### src/rtl/fifo_write_arbiter.sv
// Round-robin arbiter that shares one async-FIFO write port among NUM_REQ
// requesters. A grant lasts for a burst of up to MAX_BURST words.
module fifo_write_arbiter #(
  parameter int unsigned NUM_REQ    = 4,
  parameter int unsigned DATA_WIDTH = 8,
  parameter int unsigned MAX_BURST  = 4
) (
  input  logic                            write_clk,
  input  logic                            write_reset_n,
  input  logic [NUM_REQ-1:0]              req_valid,
  input  logic [NUM_REQ-1:0]              req_last,
  input  logic [NUM_REQ*DATA_WIDTH-1:0]   req_data,
  output logic [NUM_REQ-1:0]              req_ready,
  input  logic                            fifo_full,
  output logic                            fifo_write_en,
  output logic [DATA_WIDTH-1:0]           fifo_write_data,
  output logic [((NUM_REQ > 1) ? $clog2(NUM_REQ) : 1)-1:0] grant_id,
  output logic                            busy
);

  localparam int unsigned GW = (NUM_REQ > 1) ? $clog2(NUM_REQ) : 1;
  localparam int unsigned CW = $clog2(MAX_BURST + 1);

  typedef enum logic {IDLE, BURST} state_t;

  state_t          state_q, state_d;
  logic [GW-1:0]   grant_id_q, grant_id_d;
  logic [GW-1:0]   rr_ptr_q, rr_ptr_d;
  logic [CW-1:0]   burst_cnt_q, burst_cnt_d;

  logic                  sel_valid;
  logic                  sel_last;
  logic [DATA_WIDTH-1:0] sel_data;
  logic                  accept;
  logic                  pick_found;
  logic [GW-1:0]         pick_id;

  // Mux the granted requester's valid/last/data.
  always_comb begin
    sel_valid = 1'b0;
    sel_last  = 1'b0;
    sel_data  = '0;
    for (int unsigned i = 0; i < NUM_REQ; i++) begin
      if (grant_id_q == GW'(i)) begin
        sel_valid = req_valid[i];
        sel_last  = req_last[i];
        sel_data  = req_data[i*DATA_WIDTH +: DATA_WIDTH];
      end
    end
  end

  // First valid requester at or after rr_ptr, wrapping explicitly at NUM_REQ.
  always_comb begin
    pick_found = 1'b0;
    pick_id    = '0;
    for (int unsigned i = 0; i < NUM_REQ; i++) begin
      int unsigned idx;
      idx = 32'(rr_ptr_q) + i;
      if (idx >= NUM_REQ) idx = idx - NUM_REQ;
      if (!pick_found && req_valid[GW'(idx)]) begin
        pick_found = 1'b1;
        pick_id    = GW'(idx);
      end
    end
  end

  assign accept = (state_q == BURST) && sel_valid && !fifo_full;

  always_comb begin
    state_d     = state_q;
    grant_id_d  = grant_id_q;
    rr_ptr_d    = rr_ptr_q;
    burst_cnt_d = burst_cnt_q;
    case (state_q)
      IDLE: begin
        if (pick_found) begin
          grant_id_d  = pick_id;
          burst_cnt_d = '0;
          state_d     = BURST;
        end
      end
      BURST: begin
        if (accept) begin
          burst_cnt_d = burst_cnt_q + CW'(1);
          if (sel_last || (32'(burst_cnt_q) + 32'd1 == MAX_BURST)) begin
            state_d  = IDLE;
            rr_ptr_d = (grant_id_q == GW'(NUM_REQ - 1)) ? '0 : grant_id_q + GW'(1);
          end
        end
      end
      default: state_d = IDLE;
    endcase
  end

  always_ff @(posedge write_clk or negedge write_reset_n) begin
    if (!write_reset_n) begin
      state_q     <= IDLE;
      grant_id_q  <= '0;
      rr_ptr_q    <= '0;
      burst_cnt_q <= '0;
    end else begin
      state_q     <= state_d;
      grant_id_q  <= grant_id_d;
      rr_ptr_q    <= rr_ptr_d;
      burst_cnt_q <= burst_cnt_d;
    end
  end

  // Outputs are decoded from the async-reset flops, so reset clears them at once.
  always_comb begin
    req_ready = '0;
    for (int unsigned i = 0; i < NUM_REQ; i++) begin
      req_ready[i] = (state_q == BURST) && (grant_id_q == GW'(i)) && !fifo_full;
    end
  end

  assign fifo_write_en   = accept;
  assign fifo_write_data = accept ? sel_data : '0;
  assign grant_id        = grant_id_q;
  assign busy            = (state_q == BURST);

endmodule
### config.mk
export PLATFORM = sky130hd
export DESIGN_NAME = fifo_write_arbiter
export DESIGN_NICKNAME = d
export VERILOG_FILES = /design/src/rtl/fifo_write_arbiter.sv
export SDC_FILE = /design/constraint.sdc
export NUM_CORES = 1
export LEC_CHECK = 0
export BUFFER_PORTS_ARGS = -buffer_cell sky130_fd_sc_hd__buf_2
export CAP_MARGIN = 10
export CORE_MARGIN = 3
export CORE_UTILIZATION = 45
export DETAILED_ROUTE_END_ITERATION = 8
export HOLD_SLACK_MARGIN = 0.08
export PLACE_DENSITY = 0.85
export SYNTH_ARGS = -nofsm -noshare
export SYNTH_HDL_FRONTEND = slang
export SYNTH_SLANG_ARGS = --single-unit
### constraint.sdc
create_clock -name write_clk -period 2.75 [get_ports write_clk]
set_input_delay 0.1375 -clock write_clk [delete_from_list [all_inputs] [get_ports write_clk]]
set_output_delay 0.1375 -clock write_clk [all_outputs]
set_load 0.01 [all_outputs]
# Word-level counts from Yosys, hierarchy flattened
# Cells that the tools add are included.
# totals
wordCells	92
input_bits	43
output_inout_bits	16
register_bits	8
# classes
n_eq_ne	6
n_lt_le_gt_ge	8
n_mux	41
bitwise	1
n_addsub	10
reduce_logical	22
# ops
operator	n
$mux 8	5
$mux 1	19
$mux 2	9
$logic_and 1x1->1	13
$lt 2x3->1 const B	4
$ge 3x3->1 const B	3
$bmux 1 s2	4
$sub 2x1->2 const B	4
$add 2x2->3 const B	2
$mux 3	2
$pmux 3 s2	1
$add 3x1->4 const B	1
$eq 2x2->1 const B	2
$eq 4x3->1 const B	1
$logic_not 1->1	4
$reduce_and 2->1	2
$add 2x1->3 const B	1
$add 3x1->3 const B	1
$ge 2x3->1 const B	1
$reduce_and 3->1	1
$add 2x1->2 const B	1
$eq 2x1->1 const B	1
$logic_not 2->1	1
$ne 2x1->1 const B	1
4 further kinds	4

# Depth between registers and ports, before layout
# Gate-level depths: netlist of the first run.
# logic_depth
word_depth	16
mapped_depth	8
ltp_nobuf	7

# Worst setup path before layout of the first run
# Ideal clock, no wire load.
# synth_timing
path_type	reg-to-reg
startpoint	register grant_id_q[0], in the netlist grant_id[0]
endpoint	register rr_ptr_q[0]
setup_ps	128
path_buffers	1
arrival_ps	1801
stages_incl_launch_ff	9
period_less_slack_ps	1929
setup_slack_ps	821
t_required_ps	2622
cell_sequence	dfrtp_1 -> inv_1 -> ha_1 -> clkbuf_1 -> nor2b_1 -> o21ai_0 -> o31ai_2 -> a21oi_2 -> mux2_1
# synth_via
elab_chain_cells	8
word_cells_on_any_way	18
classes_between	1 x add/sub; 3 x eq/ne; 9 x mux; 5 x reduce/logical
# synth_rtl
item	line_no	rtl
from (decl)	27	logic [GW-1:0] grant_id_q, grant_id_d;
from (signal assigned)	103	grant_id_q <= grant_id_d;
$logic_not 2->1	44	if (grant_id_q == GW'(i)) begin
$mux 1 (4 in series)	44	
$logic_and 1x1->1 (2 in series)	67	assign accept = (state_q == BURST) && sel_valid && !fifo_full;
$reduce_and 3->1 (no source line)	-	
to (signal assigned)	104	rr_ptr_q <= rr_ptr_d;
to (decl)	28	logic [GW-1:0] rr_ptr_q, rr_ptr_d;
# Parallel ways exist; a longest one is shown, timed or not.
# A chain may end at the register's enable or synchronous reset.

# Worst setup path after layout of the first run
# layout_timing
startpoint	register grant_id_q[1], in the netlist grant_id[1]
endpoint	output fifo_write_data[6]
# layout_via
elab_chain_cells	8
word_cells_on_any_way	15
classes_between	3 x eq/ne; 9 x mux; 3 x reduce/logical
# layout_rtl
item	line_no	rtl
$logic_not 2->1	44	
$mux 1 (4 in series)	44	
$logic_and 1x1->1 (2 in series)	67	
$mux 8 (*)	118	assign fifo_write_data = accept ? sel_data : '0;
to (decl)	16	output logic [DATA_WIDTH-1:0] fifo_write_data,
# Mark *: on every way between the ends. The rest lies on a longest branch, timed or not.

==> results of run 1 <==
==> cell type report <==
| cell class | count | area [um^2] |
|---|---|---|
| Multi-Input combinational cell | 93 | 621 |
| Tap cell | 25 | 31.3 |
| Sequential cell | 8 | 200 |
| Timing Repair Buffer | 60 | 308 |
| Inverter | 7 | 26.3 |
| Fill cell | 157 | 574 |
| Clock buffer | 3 | 22.5 |
==> synthesized netlist by cell type <==
master                     count
sky130_fd_sc_hd__and2b_1       1
sky130_fd_sc_hd__mux2_1        2
sky130_fd_sc_hd__a211o_1       1
sky130_fd_sc_hd__buf_6         1
sky130_fd_sc_hd__nand3_1       3
sky130_fd_sc_hd__nor2b_1      11
sky130_fd_sc_hd__o31ai_2       1
sky130_fd_sc_hd__a22oi_1       1
sky130_fd_sc_hd__o21ai_0       6
sky130_fd_sc_hd__ha_1          6
sky130_fd_sc_hd__buf_2         2
sky130_fd_sc_hd__or2_1         1
sky130_fd_sc_hd__nor2_1       10
sky130_fd_sc_hd__nor4_1        1
sky130_fd_sc_hd__nand2b_1      2
sky130_fd_sc_hd__a22o_1        1
sky130_fd_sc_hd__and2_1        4
sky130_fd_sc_hd__and3_1        1
sky130_fd_sc_hd__o21ai_1       1
sky130_fd_sc_hd__clkbuf_1      5
sky130_fd_sc_hd__nor3_1        8
sky130_fd_sc_hd__mux2i_1       1
sky130_fd_sc_hd__a32oi_4       1
sky130_fd_sc_hd__a21oi_1      15
sky130_fd_sc_hd__o41ai_1       1
sky130_fd_sc_hd__dfrtp_1       8
sky130_fd_sc_hd__inv_1         7
sky130_fd_sc_hd__nor3b_1       1
sky130_fd_sc_hd__nand2_1       4
sky130_fd_sc_hd__a221oi_1      8
sky130_fd_sc_hd__a21oi_2       1
==> timing repair <==
item / in CTS / in global routing
hold endpoints to repair: 8 / 0
gates resized for setup: 0 / 1
hold buffers: 1 / 0
endpoints found under the setup margin: 0 / 2
==> final timing paths <==
kind	end	slack (ns)
setup / recovery	fifo_write_data[6]	0.29
hold / removal	busy$_DFF_PN0_	0.24
setup reg to reg	rr_ptr_q[1]$_DFFE_PN0P_	0.38
hold reg to reg	busy$_DFF_PN0_	0.56
max in group asynchronous	burst_cnt_q[0]$_DFFE_PN0P_	2.32
min in group asynchronous	burst_cnt_q[2]$_DFFE_PN0P_	0.26
==> registers in the layout (all words and copies together), names as in the netlist <==
signal	flops
busy	1
burst_cnt_q	3
rr_ptr_q	2
grant_id	2
==> critical path: stages (launching register included) <==
cell and delay (ns):
sky130_fd_sc_hd__dfrtp_1 0.41, sky130_fd_sc_hd__inv_1 0.08, sky130_fd_sc_hd__ha_1 0.33, sky130_fd_sc_hd__nor2b_1 0.56, sky130_fd_sc_hd__a221oi_1 0.17, sky130_fd_sc_hd__nor3_1 0.20
sky130_fd_sc_hd__a21oi_1 0.07, sky130_fd_sc_hd__nor2_1 0.11, sky130_fd_sc_hd__buf_2 0.14
==> power by group through the flow <==
stage                     Clock (uW)  Sequential [uW]  Combinational, uW
after global routing            95.8              250                855
after floorplan                    0              232                574
after detailed placement           0              241                760
after CTS                       92.7              239                763
final                           87.6              242                762
after global placement             0              234                727
==> kinds of logic after synthesis <==
family | share of synthesized area (%)
AND/OR/NAND/NOR | 28.0
AO/OA/AOI/OAI | 29.7
buffers and inverters | 7.50
flip-flops | 22.6
adder cells (fa/ha/maj) | 8.49
multiplexers | 3.68
==> stage by stage <==
| stage | utilization, % | setup slack [ns] | hold WS, ns |
|---|---|---|---|
| final | 67.8 | 0.288 | 0.241 |
| after CTS | 67.6 | 0.254 | 0.226 |
| after floorplan | - | 0.821 | -0.158 |
| after global routing | 67.8 | 0.0906 | 0.260 |
| after global placement | 65.8 | 0.518 | -0.0203 |
| after detailed placement | 65.8 | 0.369 | -0.0111 |
==> per-layer routing <==
metal | up-vias | part of all wire [%] | GRT usage (%)
li1 | 529 | - | -
met1 | 489 | 38 | 23.6
met2 | 50 | 51 | 42.0
met3 | 6 | 9.3 | 3.26
met4 | 0 | 1.3 | 8.52
met5 | - | 0 | 0
==> summary by stage, run 1 <==
Outcome
The flow ran to the end, and the final reports show no timing, DRC or antenna violations.

STA
The final setup skew is 0.00185 ns. The minimum clock period is 2.46 ns. Static timing analysis puts the maximum clock frequency at 406 MHz. The total setup violations reported at the end of the flow is 0. The total count of max-transition violations in the final report is 0.

Setup repair after global routing left no endpoint under its margin. The worst relative slew slack is 58.2%. The final count of hold timing violations came to 0. At the pin with the least slew margin, the transition time is 0.625 ns. The final cycle utilization of the critical path is 89.5%. The setup TNS is 0 ns.

Pwr
The maximum vdd ir drop is 0.000571 V. Overall power consumption after layout is estimated at 1090 uW. In this run the static leakage power is 0.000629 uW. The internal power summed over all cells is 559 uW. Dividing total power by cell area gives a power density of 903 nW/um^2. Net switching is 48.8% of the power. Summed over all nets, the switching power comes to 533 uW. The share of total power in sequential cells is 22.1%.

The part of the power in combinational logic is 69.8%. The clock network is responsible for 8.0% of the overall power.

Min path
In this run the most critical hold path is launched from req_valid[2]. The worst hold path belongs to the class in2reg. The worst hold path was traced through 3 stages.

Synthesis
The share of Yosys cell area claimed by the top area cell type is 22.6%. The synthesized netlist contains 31 unique library cells. Counting every net in the synthesized netlist gives 165. After synthesis, the cell types taking the most area are sky130_fd_sc_hd__dfrtp_1 23%, sky130_fd_sc_hd__a21oi_1 8.5%, sky130_fd_sc_hd__ha_1 8.5%. The share of the Yosys chip area taken by registers is 22.6%. After synthesis the cells add up to 885 um^2. The post-synthesis cell count is 116.

The count of state elements after synthesis is 8. The Yosys step of the flow raised 0 warnings. The post-synthesis cell type with the largest combined area is sky130_fd_sc_hd__dfrtp_1. After synthesis, the mean cell area works out to 7.63 um^2.

Die
The die covers 2530 um^2. The starting utilization of the core area is 49.6%. The floorplan has 15 rows. The I/O pin count is 59. The die is 50.3 um tall. The core region is 1780 um^2. The die is 50.3 um wide.

Clock tree
The number of clock sinks seen by CTS is 8. After clock tree synthesis, the setup repair step added 0 buffers. For the worst-skew pair, the clock arrives at the later sink with an insertion delay of 0.25 ns.

In this run the number of H-tree levels came out at 1. The clock tree from TritonCTS is done. Clock tree synthesis selected as its root buffer the cell sky130_fd_sc_hd__clkbuf_4. The maximum clock insertion buffer count is 2.

Clock tree synthesis inserted a total of 3 buffers. After clock tree synthesis, the clock-pin slew on the worst setup and hold paths is 0.05 ns.

Cells and area
The final instance area is 1210 um^2. The final antenna diode count is 0. The library cells used most frequently in the layout, excluding fill and tap cells, are 58 x sky130_fd_sc_hd__buf_2, 15 x sky130_fd_sc_hd__a21oi_1, 11 x sky130_fd_sc_hd__nor2b_1.

The post-synthesis to final-layout area growth is 36.6%. In the final layout, the share of cells above drive strength 1 is 38.6%. The library cell used most frequently in the layout, excluding fill and tap cells, is sky130_fd_sc_hd__buf_2. The non-filler instance count after layout is 196. After the last flow step, the layout net total stands at 222.

Placed design
The number of buffers added on ports is 58. The HPWL after detailed placement is 2150 um. The total placed cells including tap cells is 192. After detailed placement, the total cell area comes to 1170 um^2. The placer's final routability congestion estimate is 0.859.

GRT
Global routing used 21.9% of the available tracks. The first global-routing pass estimated 4360 um of wire. The via count of the first global-routing pass is 1,032. The maximum number of pins on one net before global-route repair is 22.

For this run the aggregate overflow at the end of global routing stands at 0. The number of antenna violations at the first check in global routing is 0.

Worst setup path
The worst register-to-register path begins at grant_id[1]$_DFFE_PN0P_. Measured in cells, the most critical reg-to-reg path has a length of 7. In this run the worst setup path begins at grant_id[1]$_DFFE_PN0P_. At the worst endpoint, the arrival time is 2.32 ns. The type of element launching the critical path is a flip-flop. The critical path class is reg2out. The highest net fanout along the worst path is 13. The endpoint type of the worst setup path is a primary output.

Data on the critical path is required at its endpoint by 2.61 ns.

Route
The routed design has 2690 um of wire. The total number of vias is 1,074. The first-iteration detailed-routing DRC count is 12. The average vias per placed instance is 5.48. In the routed design, unresolved DRC markers number 0.

The number of nets still failing antenna checks after routing is 0. The post-detailed-route wirelength per cell is 13.7 um. Before antenna repair, the detailed router went through 4 iterations.

Job
The tool flagged a number of max-cap violations equal to 0.
Power figures use the tool's default switching activity.
==> run 2: changes to the inputs <==
--- a/config.mk
+++ b/config.mk
@@ -6,11 +6,12 @@
 export NUM_CORES = 1
 export LEC_CHECK = 0
+export ABC_AREA = 1
 export BUFFER_PORTS_ARGS = -buffer_cell sky130_fd_sc_hd__buf_2
 export CAP_MARGIN = 10
 export CORE_MARGIN = 3
-export CORE_UTILIZATION = 45
+export CORE_UTILIZATION = 49
 export DETAILED_ROUTE_END_ITERATION = 8
 export HOLD_SLACK_MARGIN = 0.08
-export PLACE_DENSITY = 0.85
+export PLACE_DENSITY = 0.86
 export SYNTH_ARGS = -nofsm -noshare
 export SYNTH_HDL_FRONTEND = slang
==> constraint.sdc (replaced) <==
create_clock -name write_clk -period 2.75 [get_ports write_clk]
set_input_delay 0.1375 -clock write_clk [delete_from_list [all_inputs] [get_ports write_clk]]
set_output_delay 0.1375 -clock write_clk [all_outputs]
set_load 0.1 [all_outputs]
==> run 2 against run 1 <==
Against the previous run:
- flip-flop and latch count stayed put
- core utilization is 5.6 points higher
- combinational power rose by 97%
==> summary by stage, run 2 <==
Outcome
Run status: complete, no violations (unchanged).

Cells and area
The number of flip-flops in the largest register is 3 (unchanged). The commonest non-fill, non-tap cell in the layout is sky130_fd_sc_hd__nand2_1 (was sky130_fd_sc_hd__buf_2). The largest register by flop count is burst_cnt_q (unchanged). The final instance area is 1530 um^2 (was 1210 um^2). Top library cells by usage in the layout, fill and taps aside: 62 x sky130_fd_sc_hd__nand2_1, 58 x sky130_fd_sc_hd__buf_2, 26 x sky130_fd_sc_hd__nand3_1 (was 58 x sky130_fd_sc_hd__buf_2, 15 x sky130_fd_sc_hd__a21oi_1, 11 x sky130_fd_sc_hd__nor2b_1). The post-synthesis to final-layout area growth is 34.0% (was 36.6%). The filler cell count came to 192 (was 157). The core occupancy in the finished layout is 73.4% (was 67.8%). The final net count is 290 (was 222). The final antenna diode count came to 0 (unchanged). The share of layout cells above drive strength 1 is 40.8% (was 38.6%).

Placed design
The area of placed instances is 1490 um^2 (was 1170 um^2). The number of buffers added on ports is 58 (unchanged). The detailed placement HPWL is 2620 um (was 2150 um).

The placer's final routability congestion estimate was 0.866 (was 0.859).

Die
The standard cell core area was 2080 um^2 (was 1780 um^2). The row count is 16 (was 15). The area enclosed by the die boundary is 2940 um^2 (was 2530 um^2).

The I/O pin count was 59 (unchanged). The die width came to 54.3 um (was 50.3 um). The starting utilization of the core area came to 54.8% (was 49.6%). The height of the die was 54.3 um (was 50.3 um).

Synthesis
The library cell with the highest instance count after synthesis is sky130_fd_sc_hd__nand2_1 (was sky130_fd_sc_hd__a21oi_1). The post-synthesis cell type with the largest combined area is sky130_fd_sc_hd__nand2_1 (was sky130_fd_sc_hd__dfrtp_1). The number of different library cells in the post-synthesis netlist is 27 (was 31). The count of state elements after synthesis is 8 (unchanged). Top post-synthesis cells by count: 62 x sky130_fd_sc_hd__nand2_1, 26 x sky130_fd_sc_hd__nand3_1, 12 x sky130_fd_sc_hd__inv_1 (was 15 x sky130_fd_sc_hd__a21oi_1, 11 x sky130_fd_sc_hd__nor2b_1, 10 x sky130_fd_sc_hd__nor2_1). The per-instance average area after synthesis came to 6.24 um^2 (was 7.63 um^2). The net count after synthesis is 232 (was 165). The total number of yosys warnings was 0 (unchanged). The mapped cell area is 1140 um^2 (was 885 um^2).

The share of Yosys cell area claimed by the top area cell type is 20.4% (was 22.6%). The register area share after synthesis was 17.5% (was 22.6%). Most area-consuming cells after synthesis: sky130_fd_sc_hd__nand2_1 20%, sky130_fd_sc_hd__dfrtp_1 18%, sky130_fd_sc_hd__nand3_1 11% (was sky130_fd_sc_hd__dfrtp_1 23%, sky130_fd_sc_hd__a21oi_1 8.5%, sky130_fd_sc_hd__ha_1 8.5%). The most common flop cell mapped by yosys is sky130_fd_sc_hd__dfrtp_1 (unchanged). The number of synthesized flops with an enable pin is 0 (unchanged). The post-synthesis cell count was 183 (was 116). The share of synthesized flip-flops with an asynchronous set or reset is 100% (unchanged).

GRT
The number of antenna violations at the first check in global routing is 0 (unchanged). The via count of the first global-routing pass is 1,141 (was 1,032). The aggregate global-route resource usage is 23.0% (was 21.9%).

The maximum number of pins on one net before global-route repair is 18 (was 22). The wire length of the first global-routing pass came to 4930 um (was 4360 um). The global-route congestion overflow total is 0 (unchanged).

Worst setup path
The arrival time of data at the critical path endpoint is 2.44 ns (was 2.32 ns). The highest net fanout along the worst path is 12 (was 13). The required arrival time at the worst endpoint came to 2.61 ns (about the same). The type of element launching the critical path is a flip-flop (unchanged). The cell count of the worst reg-to-reg path is 7 (unchanged). The critical path class was reg2out (unchanged). The endpoint type of the worst setup path is a primary output (unchanged).

STA
The final cycle utilization of the critical path came to 93.8% (was 89.5%). The total setup violations reported at the end of the flow came to 0 (unchanged). The maximum clock frequency came to 388 MHz (was 406 MHz).

The worst relative slew slack is 67.4% (was 58.2%). The final count of hold timing violations is 0 (unchanged). Unrepaired setup endpoints after global routing: false (unchanged).

The transition at the pin with the smallest max-transition slack came to 0.493 ns (was 0.625 ns). The worst hold slack after final layout was 0.239 ns (was 0.241 ns). The minimum clock period is 2.58 ns (was 2.46 ns). The total count of max-transition violations in the final report is 0 (unchanged). The final setup skew is 0.00347 ns (was 0.00185 ns).

Clock tree
The clock latency of the later-clocked register in the worst-skew pair is 0.26 ns (was 0.25 ns). The maximum clock insertion buffer count is 2 (unchanged). The clock root buffer is sky130_fd_sc_hd__clkbuf_4 (unchanged). The clock-pin transition on the worst setup and hold timing paths is 0.05 ns (about the same). The post-cts resize count came to 0 (unchanged). The H-tree depth was 1 (unchanged). The total clock buffers created by CTS is 3 (unchanged).

The setup fix buffers added after clock tree synthesis is 0 (unchanged). The number of clock sinks seen by CTS is 8 (unchanged). The clock tree from TritonCTS was done (unchanged).

Route
The number of optimization iterations in the first detailed-route pass was 4 (unchanged). The average vias per placed instance was 4.94 (was 5.48). The length of routed met3 wiring is 142 um (was 250 um). The number of nets still failing antenna checks after routing is 0 (unchanged). The post-detailed-route wirelength per cell is 11.9 um (was 13.7 um). The total number of vias is 1,319 (was 1,074).

The overall routed net length is 3170 um (was 2690 um). The uppermost layer routed is met4 (unchanged). The routed wire length on met2 is 1600 um (was 1380 um). The first-iteration detailed-routing DRC count is 16 (was 12).

The met1 routed wirelength after detailed routing was 1400 um (was 1020 um). The number of remaining DRC errors is 0 (unchanged).

Pwr
The power per cell area came to 1200 nW/um^2 (was 903 nW/um^2). The maximum vdd ir drop was 0.000941 V (was 0.000571 V). The leakage power total is 0.000833 uW (was 0.000629 uW).

Job
The count of max-cap constraint violations is 0 (unchanged).

Min path
The worst min-delay path class was in2async (was in2reg).
==> run 2: cell count changes after synthesis, sizes merged, moves of 3 or more <==
cell / before / now
nand3: 3 / 31
a221oi: 8 / 0
nand2: 4 / 70
clkbuf: 5 / 2
buf: 3 / 6
nor2b: 11 / 0
nor3: 8 / 0
o211ai: 0 / 7
and2: 4 / 1
inv: 7 / 17
==> run 2: power breakdown <==
group	internal, uW	switching, uW
Combinational	395	1100
Sequential	173	74.2
Clock	55.6	41.0
Total	624	1220
==> run 2: final timing paths <==
kind / startpoint / to / slack (ns)
max reg2reg: grant_id[0]$_DFFE_PN0P_ / burst_cnt_q[0]$_DFFE_PN0P_ / 0.73
max: grant_id[1]$_DFFE_PN0P_ / fifo_write_data[3] / 0.17
min: write_reset_n / rr_ptr_q[1]$_DFFE_PN0P_ / 0.24
max in group asynchronous: write_reset_n / grant_id[1]$_DFFE_PN0P_ / 2.33
min reg2reg: busy$_DFF_PN0_ / busy$_DFF_PN0_ / 0.53
min in group write_clk: req_last[3] / rr_ptr_q[1]$_DFFE_PN0P_ / 0.31
==> run 2: cell type report <==
class,count,area [um^2],area share [%]
inverter,17,66.3,4.34
sequential,8,209,13.7
tap,27,33.8,2.21
clock buffer,4,26.3,1.72
timing repair buffer,61,315,20.6
multi-input combinational,150,878,57.4
==> run 2: kinds of logic (layout without fill, tap and decap cells) <==
logic type	Yosys count	after routing	synth area share, %
XOR/XNOR	1	1	0.768
adder cells (fa/ha/maj)	6	6	6.58
AND/OR/NAND/NOR	116	116	47.5
flip-flops	8	8	17.5
buffers and inverters	25	82	11.0
AO/OA/AOI/OAI	27	27	16.7
==> run 2: worst max-delay path, stage by stage (launching register included) <==
cell	delay, ns
sky130_fd_sc_hd__dfrtp_4	0.50
sky130_fd_sc_hd__inv_2	0.07
sky130_fd_sc_hd__ha_2	0.28
sky130_fd_sc_hd__inv_4	0.10
sky130_fd_sc_hd__o21ai_2	0.13
sky130_fd_sc_hd__nand2_2	0.07
sky130_fd_sc_hd__a21oi_4	0.22
sky130_fd_sc_hd__inv_2	0.22
sky130_fd_sc_hd__a21oi_4	0.16
sky130_fd_sc_hd__buf_2	0.44
==> run 2: timing repair <==
item	CTS	global route
endpoints found under the setup margin	0	0
hold buffers	1	0
hold endpoints to repair	8	0
==> run 2: per-stage QoR <==
step	TNS (ns)	total power (uW)	std cells	setup WS, ns
finish	0	1840	267	0.170
global route	0	2000	267	0.0203
CTS	0	1850	267	0.154
detailed placement	0	1750	262	0.429
global placement	0	1730	262	0.474
floorplan	-0.736	1560	183	-0.109
==> run 2: per-layer routing <==
layer	track usage (%)	vias to the layer above
met5	0	-
met4	9.54	0
met3	3.54	4
met2	37.3	34
met1	30.1	566
li1	-	715
